<file path="src/rtl/mk14_loader_pkg.sv">
// mk14_loader_pkg: shared types, constants and baud helper for the MK14 serial loader
package mk14_loader_pkg;
  typedef enum logic [2:0] {S_IDLE, S_AHI, S_ALO, S_LEN, S_DATA, S_CSUM} loader_state_t;
  typedef enum logic [1:0] {RX_IDLE, RX_START, RX_DATA, RX_STOP} rx_state_t;
  localparam logic [7:0] SYNC_BYTE = 8'h55;
  localparam int TIMEOUT_BITS = 20;
  function automatic int clks_per_bit(input int freq_mhz, input int baud);
    return freq_mhz * 1_000_000 / baud;
  endfunction
endpackage

</file>
<file path="src/rtl/mk14_uart_rx.sv">
// mk14_uart_rx: 8N1 receiver with 2-FF synchroniser, mid-bit sampling and framing-error strobe
module mk14_uart_rx
  import mk14_loader_pkg::*;
#(
  parameter int CPB = 434
) (
  input  logic       clk,
  input  logic       rst,
  input  logic       rx,
  output logic [7:0] data,
  output logic       valid,
  output logic       frame_err
);
  localparam int CW = $clog2(CPB);
  localparam int HALF = CPB / 2;
  logic meta_q, sync_q, prev_q;
  rx_state_t st_q, st_d;
  logic [CW-1:0] cnt_q, cnt_d;
  logic [2:0] idx_q, idx_d;
  logic [7:0] sh_q, sh_d;
  logic valid_q, valid_d, ferr_q, ferr_d;
  always_comb begin
    st_d = st_q;
    cnt_d = cnt_q + CW'(1);
    idx_d = idx_q;
    sh_d = sh_q;
    valid_d = 1'b0;
    ferr_d = 1'b0;
    case (st_q)
      RX_IDLE: begin
        cnt_d = '0;
        idx_d = '0;
        st_d = (prev_q && !sync_q) ? RX_START : RX_IDLE;
      end
      RX_START: if (cnt_q == CW'(HALF - 1)) begin
        cnt_d = '0;
        st_d = sync_q ? RX_IDLE : RX_DATA;
      end
      RX_DATA: if (cnt_q == CW'(CPB - 1)) begin
        cnt_d = '0;
        sh_d = {sync_q, sh_q[7:1]};
        idx_d = idx_q + 3'd1;
        st_d = (idx_q == 3'd7) ? RX_STOP : RX_DATA;
      end
      RX_STOP: if (cnt_q == CW'(CPB - 1)) begin
        cnt_d = '0;
        st_d = RX_IDLE;
        valid_d = sync_q;
        ferr_d = !sync_q;
      end
      default: st_d = RX_IDLE;
    endcase
  end
  always_ff @(posedge clk) begin
    if (rst) begin
      meta_q <= 1'b1;
      sync_q <= 1'b1;
      prev_q <= 1'b1;
      st_q <= RX_IDLE;
      cnt_q <= '0;
      idx_q <= '0;
      sh_q <= '0;
      valid_q <= 1'b0;
      ferr_q <= 1'b0;
    end else begin
      meta_q <= rx;
      sync_q <= meta_q;
      prev_q <= sync_q;
      st_q <= st_d;
      cnt_q <= cnt_d;
      idx_q <= idx_d;
      sh_q <= sh_d;
      valid_q <= valid_d;
      ferr_q <= ferr_d;
    end
  end
  assign data = sh_q;
  assign valid = valid_q;
  assign frame_err = ferr_q;
endmodule

</file>
<file path="src/rtl/mk14_rx_loader.sv">
// mk14_rx_loader: UART frame parser writing payload into MK14 RAM with the core halted.
// Optional inter-byte timeout abort enabled by defining MK14_LOADER_TIMEOUT_EN.
module mk14_rx_loader
  import mk14_loader_pkg::*;
#(
  parameter int CLOCK_FREQ_MHZ = 50,
  parameter int BAUD = 115200,
  parameter int ADDR_WIDTH = 12
) (
  input  logic                  clk,
  input  logic                  rst,
  input  logic                  rx,
  output logic                  mem_we,
  output logic [ADDR_WIDTH-1:0] mem_addr,
  output logic [7:0]            mem_wdata,
  output logic                  cpu_halt,
  output logic                  rx_wait,
  output logic                  done,
  output logic                  err
);
  localparam int CPB = clks_per_bit(CLOCK_FREQ_MHZ, BAUD);
  logic [7:0] rx_data;
  logic rx_valid, rx_ferr;
  mk14_uart_rx #(.CPB(CPB)) u_rx (
    .clk(clk),
    .rst(rst),
    .rx(rx),
    .data(rx_data),
    .valid(rx_valid),
    .frame_err(rx_ferr)
  );
  loader_state_t st_q, st_d;
  logic [7:0] hi_q, hi_d, sum_q, sum_d, wdata_q, wdata_d;
  logic [ADDR_WIDTH-1:0] ptr_q, ptr_d, addr_q, addr_d;
  logic [8:0] cnt_q, cnt_d;
  logic we_q, we_d, halt_q, halt_d, wait_q, wait_d, done_q, done_d, err_q, err_d;
`ifdef MK14_LOADER_TIMEOUT_EN
  localparam int TL = TIMEOUT_BITS * CPB;
  localparam int TW = $clog2(TL + 1);
  logic [TW-1:0] tmo_q, tmo_d;
  logic tmo_hit;
`endif
  always_comb begin
    st_d = st_q;
    hi_d = hi_q;
    sum_d = sum_q;
    ptr_d = ptr_q;
    cnt_d = cnt_q;
    we_d = 1'b0;
    addr_d = addr_q;
    wdata_d = wdata_q;
    halt_d = halt_q;
    done_d = 1'b0;
    err_d = err_q;
    if (rx_ferr && st_q != S_IDLE) begin
      st_d = S_IDLE;
      halt_d = 1'b0;
      err_d = 1'b1;
    end else if (rx_valid) begin
      sum_d = sum_q + rx_data;
      case (st_q)
        S_IDLE: if (rx_data == SYNC_BYTE) begin
          st_d = S_AHI;
          halt_d = 1'b1;
          err_d = 1'b0;
          sum_d = '0;
        end
        S_AHI: begin
          hi_d = rx_data;
          st_d = S_ALO;
        end
        S_ALO: begin
          ptr_d = ADDR_WIDTH'({hi_q, rx_data});
          st_d = S_LEN;
        end
        S_LEN: begin
          cnt_d = {rx_data == 8'd0, rx_data};
          st_d = S_DATA;
        end
        S_DATA: begin
          we_d = 1'b1;
          addr_d = ptr_q;
          wdata_d = rx_data;
          ptr_d = ptr_q + ADDR_WIDTH'(1);
          cnt_d = cnt_q - 9'd1;
          st_d = (cnt_q == 9'd1) ? S_CSUM : S_DATA;
        end
        S_CSUM: begin
          st_d = S_IDLE;
          done_d = 1'b1;
          halt_d = 1'b0;
          err_d = sum_d != 8'd0;
        end
        default: st_d = S_IDLE;
      endcase
    end
`ifdef MK14_LOADER_TIMEOUT_EN
    tmo_hit = st_q != S_IDLE && !rx_valid && !rx_ferr && tmo_q == TW'(TL - 1);
    tmo_d = (st_q == S_IDLE || rx_valid || rx_ferr || tmo_hit) ? '0 : tmo_q + TW'(1);
    if (tmo_hit) begin
      st_d = S_IDLE;
      halt_d = 1'b0;
      err_d = 1'b1;
    end
`endif
    wait_d = !halt_d;
  end
  always_ff @(posedge clk) begin
    if (rst) begin
      st_q <= S_IDLE;
      hi_q <= '0;
      sum_q <= '0;
      ptr_q <= '0;
      cnt_q <= '0;
      we_q <= 1'b0;
      addr_q <= '0;
      wdata_q <= '0;
      halt_q <= 1'b0;
      wait_q <= 1'b1;
      done_q <= 1'b0;
      err_q <= 1'b0;
`ifdef MK14_LOADER_TIMEOUT_EN
      tmo_q <= '0;
`endif
    end else begin
      st_q <= st_d;
      hi_q <= hi_d;
      sum_q <= sum_d;
      ptr_q <= ptr_d;
      cnt_q <= cnt_d;
      we_q <= we_d;
      addr_q <= addr_d;
      wdata_q <= wdata_d;
      halt_q <= halt_d;
      wait_q <= wait_d;
      done_q <= done_d;
      err_q <= err_d;
`ifdef MK14_LOADER_TIMEOUT_EN
      tmo_q <= tmo_d;
`endif
    end
  end
  assign mem_we = we_q;
  assign mem_addr = addr_q;
  assign mem_wdata = wdata_q;
  assign cpu_halt = halt_q;
  assign rx_wait = wait_q;
  assign done = done_q;
  assign err = err_q;
endmodule

</file>
<file path="config.mk">
export PLATFORM = sky130hd
export DESIGN_NAME = mk14_rx_loader
export DESIGN_NICKNAME = d
export VERILOG_FILES = /design/src/rtl/mk14_loader_pkg.sv /design/src/rtl/mk14_uart_rx.sv /design/src/rtl/mk14_rx_loader.sv
export SDC_FILE = /design/constraint.sdc
export NUM_CORES = 1
export LEC_CHECK = 0
export ABC_CLOCK_PERIOD_IN_PS = 4590
export CAP_MARGIN = 10
export CORE_ASPECT_RATIO = 0.75
export CORE_UTILIZATION = 64
export DETAILED_ROUTE_END_ITERATION = 6
export PLACE_DENSITY = 0.85
export SLEW_MARGIN = 20
export SYNTH_ARGS = -nofsm -noshare
export SYNTH_HDL_FRONTEND = slang
export SYNTH_SLANG_ARGS = --single-unit
</file>
<file path="constraint.sdc">
create_clock -name clk -period 4.59 [get_ports clk]
set_input_delay 0.459 -clock clk [delete_from_list [all_inputs] [get_ports clk]]
set_output_delay 0.459 -clock clk [all_outputs]
set_load 0.01 [all_outputs]
</file>
==> metrics <==
hold_sp u_rx.meta_q; diodes inserted 0; post-synthesis instance area around 0.0044 sq mm; most used cell along the critical path sky130_fd_sc_hd__a21oi_1; number of flip-flops and latches in the synthesized netlist 88; clock latency on the worst-skew pair ~0.36 ns; drt first-iter violations between 300 and 400; design area around 0.0047 sq mm; # setup viols final 0; Largest stage delay, worst path roughly 0.89 ns; First-pass DRT Iterations 5; vias in the first global route approximately 3300; crit path cell chain nor3b_2 > nand3_1 > nor2_1 > a21oi_1 > a21oi_1; peak supply drop 0.203 mV; layout-stage area growth over the synthesis result 8.44%; type of element launching the critical path flop; Sinks on Clock Net 88; final hold viol count 0; horizontal die dimension between 90 and 100 um; final setup TNS 0 ns; Synth Area per Inst approximately 8.4 sq um; final antenna-violating net count 0; final slew viol count 0; worst r2r src st_q[2]; grt ovf 0; max cap viols 0; vias per inst approximately 6.2; leakage about 1.7 nW; overall fraction of global-route tracks in use 0.283; # hold bufs at CTS 0; number of warning messages in the yosys log 0; core footprint between 0.006 and 0.007 sq mm; arrival time at the worst endpoint 3.23 ns; worst reg-to-reg path cell count 5; average detailed-routed wire length per instance 15.8 um; fmax around 340 MHz; clock root buffer master sky130_fd_sc_hd__clkbuf_8; dpl ws between 1.5 and 2 ns; # Post-CTS Setup Buffers 0; number of nets in the synthesized netlist approximately 540; wire length of the first global-routing pass 16.0 mm; RD Place Congestion about 0.9; setup repair after global routing missed its margin no; antenna violations before repair 0; total vias in the final route between 3000 and 4000; min-delay worst type flop to flop; EDFF count, synth 0; input/output buffers 27; total clock buffers created by CTS 9; Worst path slowest cell sky130_fd_sc_hd__nor3b_2; Initial Util 0.679; layout cell share with drive strength beyond 1 0.0724; Tightest Pin Transition between 1 and 1.5 ns; share of flip-flops with an asynchronous set or reset after synthesis 0; detailed-route DRC error count 0; data required time of the worst path 4.87 ns; sequential area share after synthesis 0.403; post-layout minimum cycle time 2.95 ns; maximum number of pins on one net before global-route repair 74; post-route setup slack roughly 1.6 ns; number of buffers between clock root and the deepest sink 2; capture endpoint of the worst hold path u_rx.sync_q; cell area reported after detailed placement approximately 0.0046 sq mm; count of boundary I/O pins 28; Routed Wire Length about 10 mm; Hold Path Stages 1; H-tree Lvls 3; most used flip-flop cell after synthesis sky130_fd_sc_hd__dfxtp_1; Crit Path Max Fanout 23; worst-case headroom to the max-slew limit 0.330; power per cell area 266 mW/mm^2; DIE HEIGHT between 70 and 80 um; net count reported at finish around 550; total half-perimeter wirelength after legalization and detailed placement roughly 6.5 mm; share of the cycle needed by the critical path after routing 0.642; Post-CTS Resized 0; slack of the worst reg-to-reg path around 1.6 ns; run status finished clean; count of unique library cells instantiated by Yosys 68; overall power after layout between 1 and 1.5 mW; cell count after synthesis 523; Reg clk slew, reported paths 0.09 ns; Critical Path Sink Type flop; Core Rows 25; end of the worst register-to-register path ptr_q[0]; largest clock skew in the final design a little over 0.01 ns; critical path class flop to flop; clock tree from TritonCTS built; die area roughly 0.0072 sq mm
## report_power, final
| group | total [mW] | internal [mW] | switching, mW |
|---|---|---|---|
| clock network | 0.477 | 0.196 | 0.281 |
| registers | 0.767 | 0.764 | 0.00301 |
| logic | 0.0181 | 0.00475 | 0.0133 |
## cells by family after synthesis
| logic type | synth area share |
|---|---|
| xor+xnor | 0.0240 |
| compound gates | 0.180 |
| simple gates | 0.255 |
| fa+ha+maj | 0.0475 |
| buf+inv | 0.0538 |
| mux | 0.0369 |
| flops | 0.403 |
## stage by stage
stage | util | hold slack [ns] | std cells
6_report | 0.736 | 0.438 | 620
3_5_place_dp | 0.708 | 0.420 | 604
2_1_floorplan | - | 0.389 | 523
5_1_grt | 0.736 | 0.443 | 620
4_1_cts | 0.735 | 0.436 | 620
3_3_place_gp | 0.708 | 0.392 | 604
## area by class of cell
| class | count | area [sq um] |
|---|---|---|
| Multi-Input combinational cell | 395 | 2390 |
| Sequential cell | 88 | 1760 |
| Fill cell | 490 | 1700 |
| Timing Repair Buffer | 29 | 280 |
| Clock buffer | 9 | 124 |
| Tap cell | 81 | 101 |
| Clock inverter | 7 | 48.8 |
| Inverter | 11 | 41.3 |
## synth_stat cells (3+ instances only)
library cell | number | share of area
sky130_fd_sc_hd__dfxtp_1 | 88 | 0.40
sky130_fd_sc_hd__nor2_1 | 69 | 0.059
sky130_fd_sc_hd__nand2_1 | 67 | 0.057
sky130_fd_sc_hd__a21oi_1 | 55 | 0.063
sky130_fd_sc_hd__nor3_1 | 20 | 0.023
sky130_fd_sc_hd__o21ai_0 | 18 | 0.021
sky130_fd_sc_hd__clkbuf_1 | 16 | 0.014
sky130_fd_sc_hd__ha_1 | 15 | 0.043
sky130_fd_sc_hd__mux2i_1 | 15 | 0.034
sky130_fd_sc_hd__nand3_1 | 12 | 0.014
sky130_fd_sc_hd__inv_1 | 11 | 0.0094
sky130_fd_sc_hd__a22oi_1 | 10 | 0.017
sky130_fd_sc_hd__xor2_1 | 9 | 0.018
sky130_fd_sc_hd__nand4_1 | 7 | 0.010
sky130_fd_sc_hd__o211ai_1 | 7 | 0.012
sky130_fd_sc_hd__buf_2 | 6 | 0.0069
sky130_fd_sc_hd__nor4_1 | 5 | 0.0072
sky130_fd_sc_hd__or2_2 | 5 | 0.0072
sky130_fd_sc_hd__a211oi_1 | 4 | 0.0069
sky130_fd_sc_hd__a31oi_1 | 4 | 0.0057
sky130_fd_sc_hd__and2_1 | 4 | 0.0057
sky130_fd_sc_hd__clkbuf_8 | 4 | 0.013
sky130_fd_sc_hd__nor2b_1 | 4 | 0.0057
sky130_fd_sc_hd__a21o_1 | 3 | 0.0051
sky130_fd_sc_hd__and3_1 | 3 | 0.0043
sky130_fd_sc_hd__nand3b_1 | 3 | 0.0051
sky130_fd_sc_hd__or3b_2 | 3 | 0.0060
sky130_fd_sc_hd__xnor2_1 | 3 | 0.0060
## cell usage in the layout, fill, tap and decap left out, types with 3 or more instances in the layout
master / instances
sky130_fd_sc_hd__clkinv_4: 3
sky130_fd_sc_hd__or3b_2: 3
sky130_fd_sc_hd__mux2i_1: 15
sky130_fd_sc_hd__nand2_1: 67
sky130_fd_sc_hd__nor2_1: 69
sky130_fd_sc_hd__xnor2_1: 3
sky130_fd_sc_hd__o211ai_1: 7
sky130_fd_sc_hd__nor4_1: 5
sky130_fd_sc_hd__nand3b_1: 3
sky130_fd_sc_hd__clkbuf_8: 9
sky130_fd_sc_hd__a211oi_1: 4
sky130_fd_sc_hd__a22oi_1: 10
sky130_fd_sc_hd__and2_1: 4
sky130_fd_sc_hd__o21ai_0: 18
sky130_fd_sc_hd__a31oi_1: 4
sky130_fd_sc_hd__a21oi_1: 55
sky130_fd_sc_hd__clkinv_2: 3
sky130_fd_sc_hd__a21o_1: 3
sky130_fd_sc_hd__nor3_1: 20
sky130_fd_sc_hd__inv_1: 11
sky130_fd_sc_hd__nand3_1: 12
sky130_fd_sc_hd__and3_1: 3
sky130_fd_sc_hd__dfxtp_1: 88
sky130_fd_sc_hd__xor2_1: 9
sky130_fd_sc_hd__or2_2: 5
sky130_fd_sc_hd__ha_1: 15
sky130_fd_sc_hd__clkdlybuf4s50_1: 26
sky130_fd_sc_hd__nor2b_1: 4
sky130_fd_sc_hd__nand4_1: 7
## worst max path at each step
| stage | start | end | slack (ns) | cells after the start |
|---|---|---|---|---|
| 2_1_floorplan | u_rx.data[0] | err | 2.51 | 7 |
| 3_3_place_gp | st_q[2] | cnt_q[0] | 1.78 | 5 |
| 3_5_place_dp | st_q[2] | ptr_q[0] | 1.69 | 5 |
| 4_1_cts | st_q[2] | ptr_q[0] | 1.68 | 5 |
| 5_1_grt | st_q[2] | ptr_q[0] | 1.29 | 5 |
| 6_report | st_q[2] | ptr_q[0] | 1.64 | 5 |
## critical path, delay by kind of cell, from the launching register on
family | cells | cell delay [ns]
and+or+nand+nor | 3 | 2.04
DFF | 1 | 0.60
AOI/OAI and AO/OA | 2 | 0.22
## flip-flops by register name, summed over array words and instances, names as in the netlist, 3 cells and up, named ones only
register	cells
cnt_q	9
hi_q	4
sum_q	8
u_rx.idx_q	3
mem_wdata	8
st_q	3
mem_addr	12
ptr_q	12
u_rx.data	8
u_rx.cnt_q	9
## layer usage
layer / share of wire / up-vias / wire, um / global-route usage
met3: 0.073 / 18 / 719 / 0.0685
met1: 0.48 / 1788 / 4660 / 0.411
li1: - / 1876 / - / -
met2: 0.43 / 158 / 4260 / 0.419
met4: 0.017 / 0 / 169 / 0.0850
met5: 0 / - / 0 / 0
(Power assumes the default switching activity.)
